`config.mk`:
```
export PLATFORM = sky130hd
export DESIGN_NAME = fir_mac_sched_flat
export DESIGN_NICKNAME = d
export VERILOG_FILES = /design/src/rtl/fir_mac_sched_pkg.sv /design/src/rtl/fir_mac_sched_if.sv /design/src/rtl/fir_mac_sched_rr_arbiter.sv /design/src/rtl/fir_mac_sched.sv /design/src/flat_wrapper.sv
export SDC_FILE = /design/constraint.sdc
export NUM_CORES = 1
export LEC_CHECK = 0
export ABC_AREA = 1
export CAP_MARGIN = 0
export CORE_MARGIN = 8
export CORE_UTILIZATION = 51
export CTS_CLUSTER_DIAMETER = 80
export CTS_CLUSTER_SIZE = 28
export DETAILED_ROUTE_END_ITERATION = 8
export PLACE_DENSITY = 0.8
export SYNTH_ARGS = -nofsm -noshare
export SYNTH_HDL_FRONTEND = slang
export SYNTH_HIERARCHICAL = 1
export SYNTH_SLANG_ARGS = --single-unit
```
`constraint.sdc`:
```
create_clock -name clk -period 2.6 [get_ports clk]
set_clock_uncertainty 0.05 [all_clocks]
set_input_delay 0.52 -clock clk [delete_from_list [all_inputs] [get_ports clk]]
set_output_delay 0.52 -clock clk [all_outputs]
set_load 0.02 [all_outputs]
```
`src/rtl/fir_mac_sched_pkg.sv`:
```
// fir_sched_pkg: shared types and helpers for the FIR MAC scheduler.
//   fir_sched_state_t : scheduler FSM state, also exported on the debug port
//   idx_w             : index width for an N-entry space (never below 1)
//   ptr_inc / ptr_sub : modular pointer arithmetic for TAPS-deep rings that
//                       need not be a power of two
package fir_sched_pkg;

  typedef enum logic [2:0] {
    ARB    = 3'd0,
    LOAD   = 3'd1,
    MAC    = 3'd2,
    DRAIN  = 3'd3,
    COMMIT = 3'd4
  } fir_sched_state_t;

  function automatic int unsigned idx_w(input int unsigned n);
    return (n <= 1) ? 1 : $clog2(n);
  endfunction

  // (a + 1) mod m, for a < m
  function automatic int unsigned ptr_inc(input int unsigned a, input int unsigned m);
    return (a + 1 == m) ? 0 : a + 1;
  endfunction

  // (a - b) mod m, for a < m and b <= m
  function automatic int unsigned ptr_sub(input int unsigned a, input int unsigned b,
                                          input int unsigned m);
    return (a >= b) ? a - b : a + m - b;
  endfunction

endpackage

```
`src/rtl/fir_mac_sched_if.sv`:
```
// fir_mac_sched_if: FIFO strobes and MAC/sample-RAM control bus of the
// FIR MAC scheduler.
//   master : the scheduler (drives pops, pushes, RAM write and MAC controls)
//   slave  : the FIFOs / sample RAM / MAC datapath side
//
// Handshake semantics:
//   in_empty/in_rd_en  : first-word fall-through FIFO. A pop happens on every
//                        rising edge where in_rd_en[c]=1; in_rd_en[c] is only
//                        raised while in_empty[c]=0.
//   out_full/out_wr_en : a push happens on every rising edge where
//                        out_wr_en[c]=1; out_wr_en[c] is only raised while
//                        out_full[c]=0.
//   smp_wr_en, mac_valid : single-cycle strobes with no back-pressure; the
//                        RAM and MAC accept one operation per cycle.
interface fir_mac_sched_if #(
  parameter int unsigned NCH  = 2,
  parameter int unsigned TAPS = 32
) ();
  import fir_sched_pkg::*;

  localparam int unsigned CH_W   = idx_w(NCH);
  localparam int unsigned ADDR_W = idx_w(TAPS);

  logic [NCH-1:0]    in_empty;
  logic [NCH-1:0]    in_rd_en;
  logic [NCH-1:0]    out_full;
  logic [NCH-1:0]    out_wr_en;
  logic              smp_wr_en;
  logic [CH_W-1:0]   smp_wr_ch;
  logic [ADDR_W-1:0] smp_wr_addr;
  logic              mac_valid;
  logic              mac_first;
  logic [CH_W-1:0]   mac_ch;
  logic [ADDR_W-1:0] mac_smp_addr;
  logic [ADDR_W-1:0] mac_coef_addr;

  modport master (
    input  in_empty, out_full,
    output in_rd_en, out_wr_en, smp_wr_en, smp_wr_ch, smp_wr_addr,
           mac_valid, mac_first, mac_ch, mac_smp_addr, mac_coef_addr
  );

  modport slave (
    output in_empty, out_full,
    input  in_rd_en, out_wr_en, smp_wr_en, smp_wr_ch, smp_wr_addr,
           mac_valid, mac_first, mac_ch, mac_smp_addr, mac_coef_addr
  );

endinterface

```
`src/rtl/fir_mac_sched_rr_arbiter.sv`:
```
// rr_arbiter: purely combinational round-robin arbiter.
//   req         in  NCH   request vector
//   last_grant  in  CH_W  index granted most recently; search starts one above
//   grant_oh    out NCH   one-hot grant (all zero when nothing requests)
//   grant_idx   out CH_W  index of the granted requester
//   grant_valid out 1     some requester was granted
module rr_arbiter
  import fir_sched_pkg::*;
#(
  parameter  int unsigned NCH  = 2,
  localparam int unsigned CH_W = idx_w(NCH)
) (
  input  logic [NCH-1:0]  req,
  input  logic [CH_W-1:0] last_grant,
  output logic [NCH-1:0]  grant_oh,
  output logic [CH_W-1:0] grant_idx,
  output logic            grant_valid
);

  int unsigned cand;

  // Walk last_grant+1, last_grant+2, ... wrapping at NCH; last_grant itself
  // is visited last, so a lone requester can still be re-granted.
  always_comb begin
    grant_oh    = '0;
    grant_idx   = '0;
    grant_valid = 1'b0;
    cand        = 0;
    for (int unsigned i = 1; i <= NCH; i++) begin
      cand = (32'(last_grant) + i) % NCH;
      if (!grant_valid && req[CH_W'(cand)]) begin
        grant_valid            = 1'b1;
        grant_idx              = CH_W'(cand);
        grant_oh[CH_W'(cand)]  = 1'b1;
      end
    end
  end

endmodule

```
`src/rtl/fir_mac_sched.sv`:
```
// fir_mac_sched: shares one FIR multiply-accumulate datapath between NCH
// decimating channels. Samples are moved from each channel's input FIFO
// into a per-channel circular sample RAM; after DECIMATION new samples a
// TAPS-long MAC burst is issued (newest sample first) and, once the MAC
// pipeline has drained, the accumulator is pushed into that channel's
// output FIFO. Control only: no sample or coefficient data passes here.
//   clk        in   rising-edge clock
//   rst        in   synchronous, active-high reset
//   bus        master modport of fir_mac_sched_if (FIFO strobes, sample
//              RAM write port, MAC controls)
//   state_dbg  out  current scheduler state
module fir_mac_sched
  import fir_sched_pkg::*;
#(
  parameter int unsigned NCH        = 2,
  parameter int unsigned TAPS       = 32,
  parameter int unsigned DECIMATION = 2,
  parameter int unsigned MAC_LAT    = 2
) (
  input  logic             clk,
  input  logic             rst,
  fir_mac_sched_if.master  bus,
  output fir_sched_state_t state_dbg
);

  localparam int unsigned CH_W   = idx_w(NCH);
  localparam int unsigned ADDR_W = idx_w(TAPS);
  localparam int unsigned DEC_W  = idx_w(DECIMATION);
  localparam int unsigned LAT_W  = idx_w(MAC_LAT);

  fir_sched_state_t  state;
  logic [CH_W-1:0]   g;           // channel owning LOAD/MAC/DRAIN/COMMIT
  logic [CH_W-1:0]   last_grant;  // updated only on a completed commit
  logic [ADDR_W-1:0] k;           // MAC tap index
  logic [LAT_W-1:0]  lat;         // DRAIN cycle count
  logic [ADDR_W-1:0] head [NCH];  // next write slot per channel
  logic [DEC_W-1:0]  dec  [NCH];  // samples of the current batch so far

  logic [NCH-1:0]  req;
  logic [NCH-1:0]  grant_oh;
  logic [CH_W-1:0] grant_idx;
  logic            grant_valid;

  assign req       = ~bus.in_empty;
  assign state_dbg = state;

  rr_arbiter #(.NCH(NCH)) u_arb (
    .req         (req),
    .last_grant  (last_grant),
    .grant_oh    (grant_oh),
    .grant_idx   (grant_idx),
    .grant_valid (grant_valid)
  );

  always_ff @(posedge clk) begin
    if (rst) begin
      state      <= ARB;
      g          <= '0;
      last_grant <= CH_W'(NCH - 1);
      k          <= '0;
      lat        <= '0;
      for (int c = 0; c < NCH; c++) begin
        head[c] <= '0;
        dec[c]  <= '0;
      end
    end else begin
      case (state)
        ARB: begin
          if (grant_valid) begin
            g     <= grant_idx;
            state <= LOAD;
          end
        end
        LOAD: begin
          // An empty FIFO mid-batch parks the channel: head/dec are kept so
          // the batch resumes on its next grant.
          if (bus.in_empty[g]) begin
            state <= ARB;
          end else begin
            head[g] <= ADDR_W'(ptr_inc(32'(head[g]), TAPS));
            if (dec[g] == DEC_W'(DECIMATION - 1)) begin
              dec[g] <= '0;
              k      <= '0;
              state  <= MAC;
            end else begin
              dec[g] <= dec[g] + 1'b1;
            end
          end
        end
        MAC: begin
          k <= k + 1'b1;
          if (k == ADDR_W'(TAPS - 1)) begin
            lat   <= '0;
            state <= (MAC_LAT > 0) ? DRAIN : COMMIT;
          end
        end
        DRAIN: begin
          if (lat == LAT_W'(MAC_LAT - 1)) begin
            state <= COMMIT;
          end else begin
            lat <= lat + 1'b1;
          end
        end
        COMMIT: begin
          // A full output FIFO holds the whole scheduler here on purpose:
          // back-pressure reaches every channel.
          if (!bus.out_full[g]) begin
            last_grant <= g;
            state      <= ARB;
          end
        end
        default: state <= ARB;
      endcase
    end
  end

  // Outputs are decoded from registered state; only the FIFO strobes also
  // look at the live empty/full flags so a sample can be popped per cycle.
  // Everything is forced low while rst is high.
  always_comb begin
    bus.in_rd_en      = '0;
    bus.out_wr_en     = '0;
    bus.smp_wr_en     = 1'b0;
    bus.smp_wr_ch     = '0;
    bus.smp_wr_addr   = '0;
    bus.mac_valid     = 1'b0;
    bus.mac_first     = 1'b0;
    bus.mac_ch        = '0;
    bus.mac_smp_addr  = '0;
    bus.mac_coef_addr = '0;
    if (!rst) begin
      case (state)
        LOAD: begin
          if (!bus.in_empty[g]) begin
            bus.in_rd_en[g] = 1'b1;
            bus.smp_wr_en   = 1'b1;
            bus.smp_wr_ch   = g;
            bus.smp_wr_addr = head[g];
          end
        end
        MAC: begin
          bus.mac_valid     = 1'b1;
          bus.mac_first     = (k == '0);
          bus.mac_ch        = g;
          // head[g] points one past the newest sample.
          bus.mac_smp_addr  = ADDR_W'(ptr_sub(32'(head[g]), 32'(k) + 1, TAPS));
          bus.mac_coef_addr = k;
        end
        DRAIN: begin
          bus.mac_ch = g;
        end
        COMMIT: begin
          bus.mac_ch = g;
          if (!bus.out_full[g]) begin
            bus.out_wr_en[g] = 1'b1;
          end
        end
        default: ;
      endcase
    end
  end

endmodule

```
`src/flat_wrapper.sv`:
```
// flat-port wrapper written by rule: the top's interface ports become plain ports
module fir_mac_sched_flat import fir_sched_pkg::*;
#(
  parameter int unsigned NCH        = 2,
  parameter int unsigned TAPS       = 32,
  parameter int unsigned DECIMATION = 2,
  parameter int unsigned MAC_LAT    = 2
)
  (clk, rst, state_dbg, bus_in_empty, bus_out_full, bus_in_rd_en, bus_out_wr_en, bus_smp_wr_en, bus_smp_wr_ch, bus_smp_wr_addr, bus_mac_valid, bus_mac_first, bus_mac_ch, bus_mac_smp_addr, bus_mac_coef_addr);
  fir_mac_sched_if #(.NCH(NCH), .TAPS(TAPS)) bus_i ();
  input  logic clk;
  input  logic rst;
  output fir_sched_state_t state_dbg;
  input wire logic [$bits(bus_i.in_empty)-1:0] bus_in_empty;
  input wire logic [$bits(bus_i.out_full)-1:0] bus_out_full;
  output wire logic [$bits(bus_i.in_rd_en)-1:0] bus_in_rd_en;
  output wire logic [$bits(bus_i.out_wr_en)-1:0] bus_out_wr_en;
  output wire logic [$bits(bus_i.smp_wr_en)-1:0] bus_smp_wr_en;
  output wire logic [$bits(bus_i.smp_wr_ch)-1:0] bus_smp_wr_ch;
  output wire logic [$bits(bus_i.smp_wr_addr)-1:0] bus_smp_wr_addr;
  output wire logic [$bits(bus_i.mac_valid)-1:0] bus_mac_valid;
  output wire logic [$bits(bus_i.mac_first)-1:0] bus_mac_first;
  output wire logic [$bits(bus_i.mac_ch)-1:0] bus_mac_ch;
  output wire logic [$bits(bus_i.mac_smp_addr)-1:0] bus_mac_smp_addr;
  output wire logic [$bits(bus_i.mac_coef_addr)-1:0] bus_mac_coef_addr;
  assign bus_i.in_empty = bus_in_empty;
  assign bus_i.out_full = bus_out_full;
  assign bus_in_rd_en = bus_i.in_rd_en;
  assign bus_out_wr_en = bus_i.out_wr_en;
  assign bus_smp_wr_en = bus_i.smp_wr_en;
  assign bus_smp_wr_ch = bus_i.smp_wr_ch;
  assign bus_smp_wr_addr = bus_i.smp_wr_addr;
  assign bus_mac_valid = bus_i.mac_valid;
  assign bus_mac_first = bus_i.mac_first;
  assign bus_mac_ch = bus_i.mac_ch;
  assign bus_mac_smp_addr = bus_i.mac_smp_addr;
  assign bus_mac_coef_addr = bus_i.mac_coef_addr;
  fir_mac_sched #(.NCH(NCH), .TAPS(TAPS), .DECIMATION(DECIMATION), .MAC_LAT(MAC_LAT)) u_core (.clk(clk), .rst(rst), .bus(bus_i), .state_dbg(state_dbg));
endmodule
```
Word-level counts from Yosys, hierarchy flattened
Memories as Yosys holds them, arrays and structs flattened. A register that Yosys moved wholly into a read port is not among the register bits. Cells that the tools add are included.

Add/subtract/negate cells: 10. Magnitude comparators: 5. Eq/ne operators: 13. Mux-type cells: 78. Bitwise gates (word level): 3. Reductions and logical operators: 15.

Operators with widths (number): $mux W5 (12); $mux W1 (50); $mux W3 (6); $pmux W3 S5 (1); $add A5 B1 Y6 const B (2); $mux W2 (6); $add A5 B1 Y5 const B (2); $pmux W5 S2 (1); $sub A5 B5 Y5 (2); $ne A2 B1 Y1 const B (4); $eq A3 B2 Y1 const B (2); $eq A6 B6 Y1 const B (1); $ge A5 B6 Y1 (1); $lt A1 B2 Y1 const B (3); $reduce_and A2 Y1 (3); $eq A5 B5 Y1 const B (1); $logic_not A5 Y1 (1); $reduce_and A5 Y1 (1); $reduce_or A5 Y1 (1); $add A1 B1 Y1 const B (4); $ne A2 B2 Y1 const B (2); $reduce_bool A2 Y1 (2); $eq A3 B1 Y1 const B (1); $eq A3 B3 Y1 const B (1); 13 further kinds (14).

Flip-flop bits (word level): 11. Memory bits (writable): 12. Output and inout bits: 27. Memories: 2.

Memory list: u_core.head (words 2, bits a word 5, read ports 1, clocked after memory_dff 1, wr ports 2, line fir_mac_sched.sv:36) `logic [ADDR_W-1:0] head [NCH];`; u_core.dec (words 2, bits a word 1, read ports 1, clocked after memory_dff 1, wr ports 2, line fir_mac_sched.sv:37) `logic [DEC_W-1:0] dec [NCH];`.

Logic depth before layout (Yosys ltp)
Gate-level depths: netlist of run 1.

Word-level depth: 10. Mapped depth: 12.

Hierarchy
The synthesis of run 1 kept the hierarchy.

Modules (own cells, without submodules): fir_mac_sched (instances 1, cells each 208, area an instance 1570.3 µm², seq. area each 600.6 µm²); rr_arbiter (instances 1, cells each 7, area an instance 30.0 µm², seq. area each 0.0 µm²).

Worst setup path after synthesis of run 1
Ideal clock, no wire load.

Path type: flip-flop to output port. Start: reg (tool-made name). End: out bus_mac_smp_addr[4]. Data arrival time: 1.991 ns. Required time: 2.030 ns. Setup slack: 0.039 ns. Stages on the path, launching flop included: 12. Path buffers: 1. Cells stage by stage: dfxtp_1 -> buf_4 -> nor2_1 -> a21oi_2 -> inv_1 -> ha_1 -> fa_1 -> inv_1 -> a21oi_1 -> o21bai_1 -> nor2_1 -> nor2_1.

RTL lines: end, declared (line flat_wrapper.sv:24) `output wire logic [$bits(bus_i.mac_smp_addr)-1:0] bus_mac_smp_addr;`.

==> results.toml, run 1 <==
[global_routing]
first_global_vias = 1504
grt_usage_pct = 15.75
antenna_found_initial = 0
gr-total-overflow = 0
grt_max_degree = 15
grt_first_pass_wirelength_um = 6610

[layout]
design_area_mm2 = 0.002288
drive_gt1_share_pct = 26.71
nets = 294
synthToLayoutAreaGrowth_pct = 44.24
diodes = 0

[placed_design]
gp_congestion = 0.8218
dpl_cell_area_mm2 = 0.002148
port_buffers = 32
dp_hpwl_um = 2994

[routing]
vias = 1533
route.top_layer_used = "met4"
drt-met1-wl_um = 1770
wl_met2_um = 1985
finalWirelength_um = 3983
drtIter0Drc = 64
ant_nets = 0
wl_met3_um = 182
vias_per_cell = 4.945
first_pass_iters = 4
drcViolationCount = 0
wl_per_cell_um = 12.85

[sta]
min_period_ps = 2687
slew_viol_final = 0
max_slew_margin_pct = 78.81
finalWorstSetupSlack_ps = -87.41
hold_viol = 0
final.period_utilization_pct = 103.4
setup_tns_ps = -178.3
rsz0062_at_grt = "true"
fmax_ghz = 0.3721
finalSetupViolCount = 3
worst_slew_pin_slew_ps = 314.6

[clock_network]
clock_latency_ps = 310
clk_pin_slew_ps = 130
cts_buffer_depth = 2
hold_buffers = 0
cts_tree = "done"
numCtsBuffers = 3
cts.sinks = 24
root_buffer = "clkbuf_4"
htreeDepth = 1

[die]
core-area_mm2 = 0.003003
fp.dieH_um = 71.78
die_area_mm2 = 0.005152
row_count = 20
initial_utilization_pct = 52.83
io_pins = 33
fp.dieW_um = 71.78

[setup_path]
cp_max_fo = 7
worstPathCellList = "buf_6 -> nand2_2 -> o21a_1 -> buf_4 -> buf_6 -> ha_4 -> nand2_1 -> nor2_1 -> a211oi_2 -> nand2_1 -> nand2_1 -> nor2_1 -> buf_4"
crit_path_top_delay_cell = "dfxtp_2"
worstPathRequired_ps = 2030
r2r_cells = 9
critPathMostFrequentCell = "nand2_1"
cp.arrival_ps = 2120
crit_path_start_kind = "flip-flop"
worstSetupEndpointType = "output port"
critical_path_class = "flip-flop to output port"
slowest_delay_ps = 390

[synthesis]
netlist_instances = 212
synth_area_per_cell_um2 = 7.484
synthesis.area_mm2 = 0.001587
synth_fp_nets = 228
yosysWarnings = 6

[power]
p_per_area_mw_per_mm2 = 903.7
power_uw = 2068
vdd_drop_max_v = 0.0006633
p_leak_uw = 0.001144

[flow_run]
max_cap_viol_count = 0

[status]
outcome = "complete, but fails checks"
violations = "negative setup slack"

[min_path]
hold_class = "flip-flop to flip-flop"
hold_depth = 2
min_from = "u_core/lat"
[metal layers]
| layer | global-route usage, % | vias to the layer above |
|---|---|---|
| met5 | 0 | - |
| met4 | 5.442 | 0 |
| met3 | 3.068 | 4 |
| met2 | 27.43 | 38 |
| met1 | 18.66 | 686 |
| li1 | - | 805 |
[where the power goes]
| part | internal, uW | leakage [uW] | switching, uW |
|---|---|---|---|
| logic | 561 | 0.000892 | 696 |
| clock network | 156 | 0.0000279 | 111 |
| registers | 469 | 0.000224 | 76.0 |
| total | 1190 | 0.00114 | 883 |
[registers in the layout (all words and copies together) (netlist names), named ones only]
name	count
u_core/g	1
u_core/k	5
u_core/head	10
u_core/last_grant	1
u_core/lat	1
u_core/state_dbg	3
u_core/dec	2
[layout make-up]
class	count	area (um^2)
Multi-Input combinational cell	145	888.4
Fill cell	225	714.4
Sequential cell	24	604.3
Timing Repair Buffer	66	559.3
Inverter	38	142.6
Tap cell	33	41.29
Clock inverter	1	30.03
Clock buffer	3	22.52
[path summary, 6_finish.rpt]
kind         slack [ps]             endpoint
max                 -90  bus_mac_smp_addr[3]
min                 440           u_core/lat
max reg2reg         720    u_core/head[1][4]
min reg2reg         440           u_core/lat
[worst max-delay path, delay by kind of cell (launching register included)]
family / cells / cell delay (ps)
AOI/OAI and AO/OA: 2 / 300
adders and majority gates: 1 / 220
buffers and inverters: 4 / 530
DFF: 1 / 390
and+or+nand+nor: 6 / 350
[stage by stage]
stage / hold slack (ps) / worst slack [ps] / instances / utilization, %
after floorplan: 400.0 / 39.49 / 212 / -
after global placement: 409.7 / -213.7 / 303 / 71.54
after CTS: 443.2 / -77.65 / 309 / 75.04
after detailed placement: 422.4 / -246.3 / 303 / 71.54
final: 439.8 / -87.41 / 310 / 76.21
after global routing: 460.7 / -205.3 / 310 / 76.21
[placed cells by master (no fill, tap or decap), types with 2 or more instances in the layout]
cell type,count
nor2_4,3
buf_6,3
o21a_1,2
clkdlybuf4s50_1,7
edfxtp_1,12
o21ai_0,9
dfxtp_2,3
nor2_1,35
ha_1,5
nand2_2,5
nor2_2,3
nand4_1,2
nand3b_1,2
clkbuf_4,3
ha_4,3
nand3_1,14
o21ai_1,2
dfxtp_1,9
xor2_1,4
inv_1,32
dlygate4sd2_1,20
inv_2,6
buf_4,34
dlymetal6s2s_1,2
a21oi_1,9
nand2_1,31
[repair_timing]
| item | CTS | global route |
|---|---|---|
| endpoints found under the hold margin | 0 | 0 |
| pin swaps | 9 | 3 |
| gates resized for setup | 53 | 10 |
| endpoints found under the setup margin | 22 | 6 |
| buffers inserted | 2 | 1 |
Power figures use the tool's default switching activity.
==> inputs of run 2 (changes only) <==
- CELL_PAD_IN_SITES_DETAIL_PLACEMENT: not set -> 0
- CELL_PAD_IN_SITES_GLOBAL_PLACEMENT: not set -> 1
- CORE_UTILIZATION: 51 -> 37
- PLACE_DENSITY: 0.8 -> not set
- PLACE_DENSITY_LB_ADDON: not set -> 0.1
==> results.toml, run 2 (synthesis results as in run 1) <==
[sta]
slew_viol_final = 0
hold_viol = 0
worst_slew_pin_slew_ps = 294.6
finalSetupViolCount = 0
final.period_utilization_pct = 99.93
fmax_ghz = 0.3849
max_slew_margin_pct = 80.15
min_period_ps = 2598
rsz0062_at_grt = "true"

[routing]
first_pass_iters = 4
vias = 1539
wl_per_cell_um = 11.88
finalWirelength_um = 3969
ant_nets = 0
vias_per_cell = 4.608
drcViolationCount = 0
drtIter0Drc = 56

[layout]
regMostFlops = "u_core/head"
largest_reg_flops = 10
nets = 299
synthToLayoutAreaGrowth_pct = 48.50
drive_gt1_share_pct = 26.95
layout_commonest_cell = "buf_4"
finalNonFillerCells = 334
diodes = 0
layout_common_cells = "41 x buf_4, 36 x nor2_1, 33 x inv_1"
design_area_mm2 = 0.002356

[setup_path]
cp.arrival_ps = 2030
worstSetupEndpointType = "output port"
crit_path_start_kind = "flip-flop"
cp.depth = 11
slowest_delay_ps = 380
worstPathRequired_ps = 2030
crit_family = "adder cells"
critical_path_class = "flip-flop to output port"
r2r_cells = 8
rrSetupSlack_ps = 750
crit_path_top_delay_cell = "dfxtp_4"
crit_path_end = "bus_mac_smp_addr[4]"
worstPathCellList = "nor2_2 -> a21oi_2 -> inv_2 -> ha_4 -> fa_2 -> inv_2 -> a21oi_2 -> o21bai_1 -> nor2_1 -> nor2_1 -> buf_4"
cp_max_fo = 4
r2r_end = "u_core/head[1][4]"
critPathBufInv = 3

[global_routing]
grt_max_degree = 15
first_global_vias = 1417
grt_usage_pct = 11.85
grt_first_pass_wirelength_um = 6210
gr-total-overflow = 0
antenna_found_initial = 0

[die]
fp.dieH_um = 81.48
io_pins = 33
core-area_mm2 = 0.004234
row_count = 24
fp.dieW_um = 81.48
initial_utilization_pct = 37.47
die_area_mm2 = 0.006639

[clock_network]
htreeDepth = 1
cts_tree = "done"
numCtsBuffers = 3
hold_buffers = 0
cts.sinks = 24
cts_buffer_depth = 2
root_buffer = "clkbuf_8"
clk_pin_slew_ps = 80
clock_latency_ps = 260

[placed_design]
place_inst = 326
dpl_cell_area_mm2 = 0.002202
port_buffers = 32
dp_hpwl_um = 3161
gp_congestion = 0.7880

[flow_run]
max_cap_viol_count = 0

[status]
outcome = "complete, no violations"

[power]
p_per_area_mw_per_mm2 = 902.3
p_leak_uw = 0.001142
vdd_drop_max_v = 0.0004961

[min_path]
hold_depth = 2
hold_class = "flip-flop to flip-flop"
==> run 2: repair_timing <==
item,in CTS,in global routing
pin swaps,0,7
gates cloned,0,0
resized for setup,36,18
endpoints found under the setup margin,23,4
setup buffers,0,4
==> run 2: layout make-up <==
class                   count  area [um^2]
fillers                   419         1878
multi-input cells         145        887.1
flip-flops and latches     24        605.6
repair buffers             71        584.3
inverters                  38        142.6
well taps                  52        65.06
clock buffers               3        41.29
clock inverters             1        30.03
==> run 2: through the flow <==
step                util (%)  setup slack, ps  TNS, ps  power [uW]  hold slack [ps]
floorplan                  -            39.49        0        1227            400.0
global placement       52.01           -232.3    -3260        1698            409.2
detailed placement     52.01           -255.7    -3182        1691            411.9
CTS                    53.25           -64.95   -64.95        2011            424.8
global route           55.64           -123.1   -194.5        2291            464.7
finish                 55.64            1.753        0        2126            423.2
==> run 2: tightest hold or removal path: stages, from the launching register on <==
cell	delay (ps)
dfxtp_1	310
o21ai_0	60
a21oi_1	60
==> run 2: worst min-delay path by stage <==
stage                            from                end  slack (ps)
CTS                        u_core/lat         u_core/lat         420
global route              u_core/k[2]        u_core/k[2]         460
floorplan           u_core/last_grant  u_core/last_grant         400
global placement           u_core/lat         u_core/lat         410
detailed placement         u_core/lat         u_core/lat         410
finish                     u_core/lat         u_core/lat         420
==> run 2: per-layer routing <==
layer / up-vias / part of all wire, % / global-route usage [%]
met4: 0 / 1.1 / 4.286
met1: 687 / 46 / 14.41
met5: - / 0 / 0
met2: 33 / 48 / 20.60
li1: 815 / - / -
met3: 4 / 5.2 / 1.860
==> run 2: power by group <==
part / internal (uW) / total [uW] / switching, uW
sequential: 471 / 544 / 73.5
clock: 205 / 317 / 112
combinational: 579 / 1260 / 686
total: 1250 / 2130 / 871
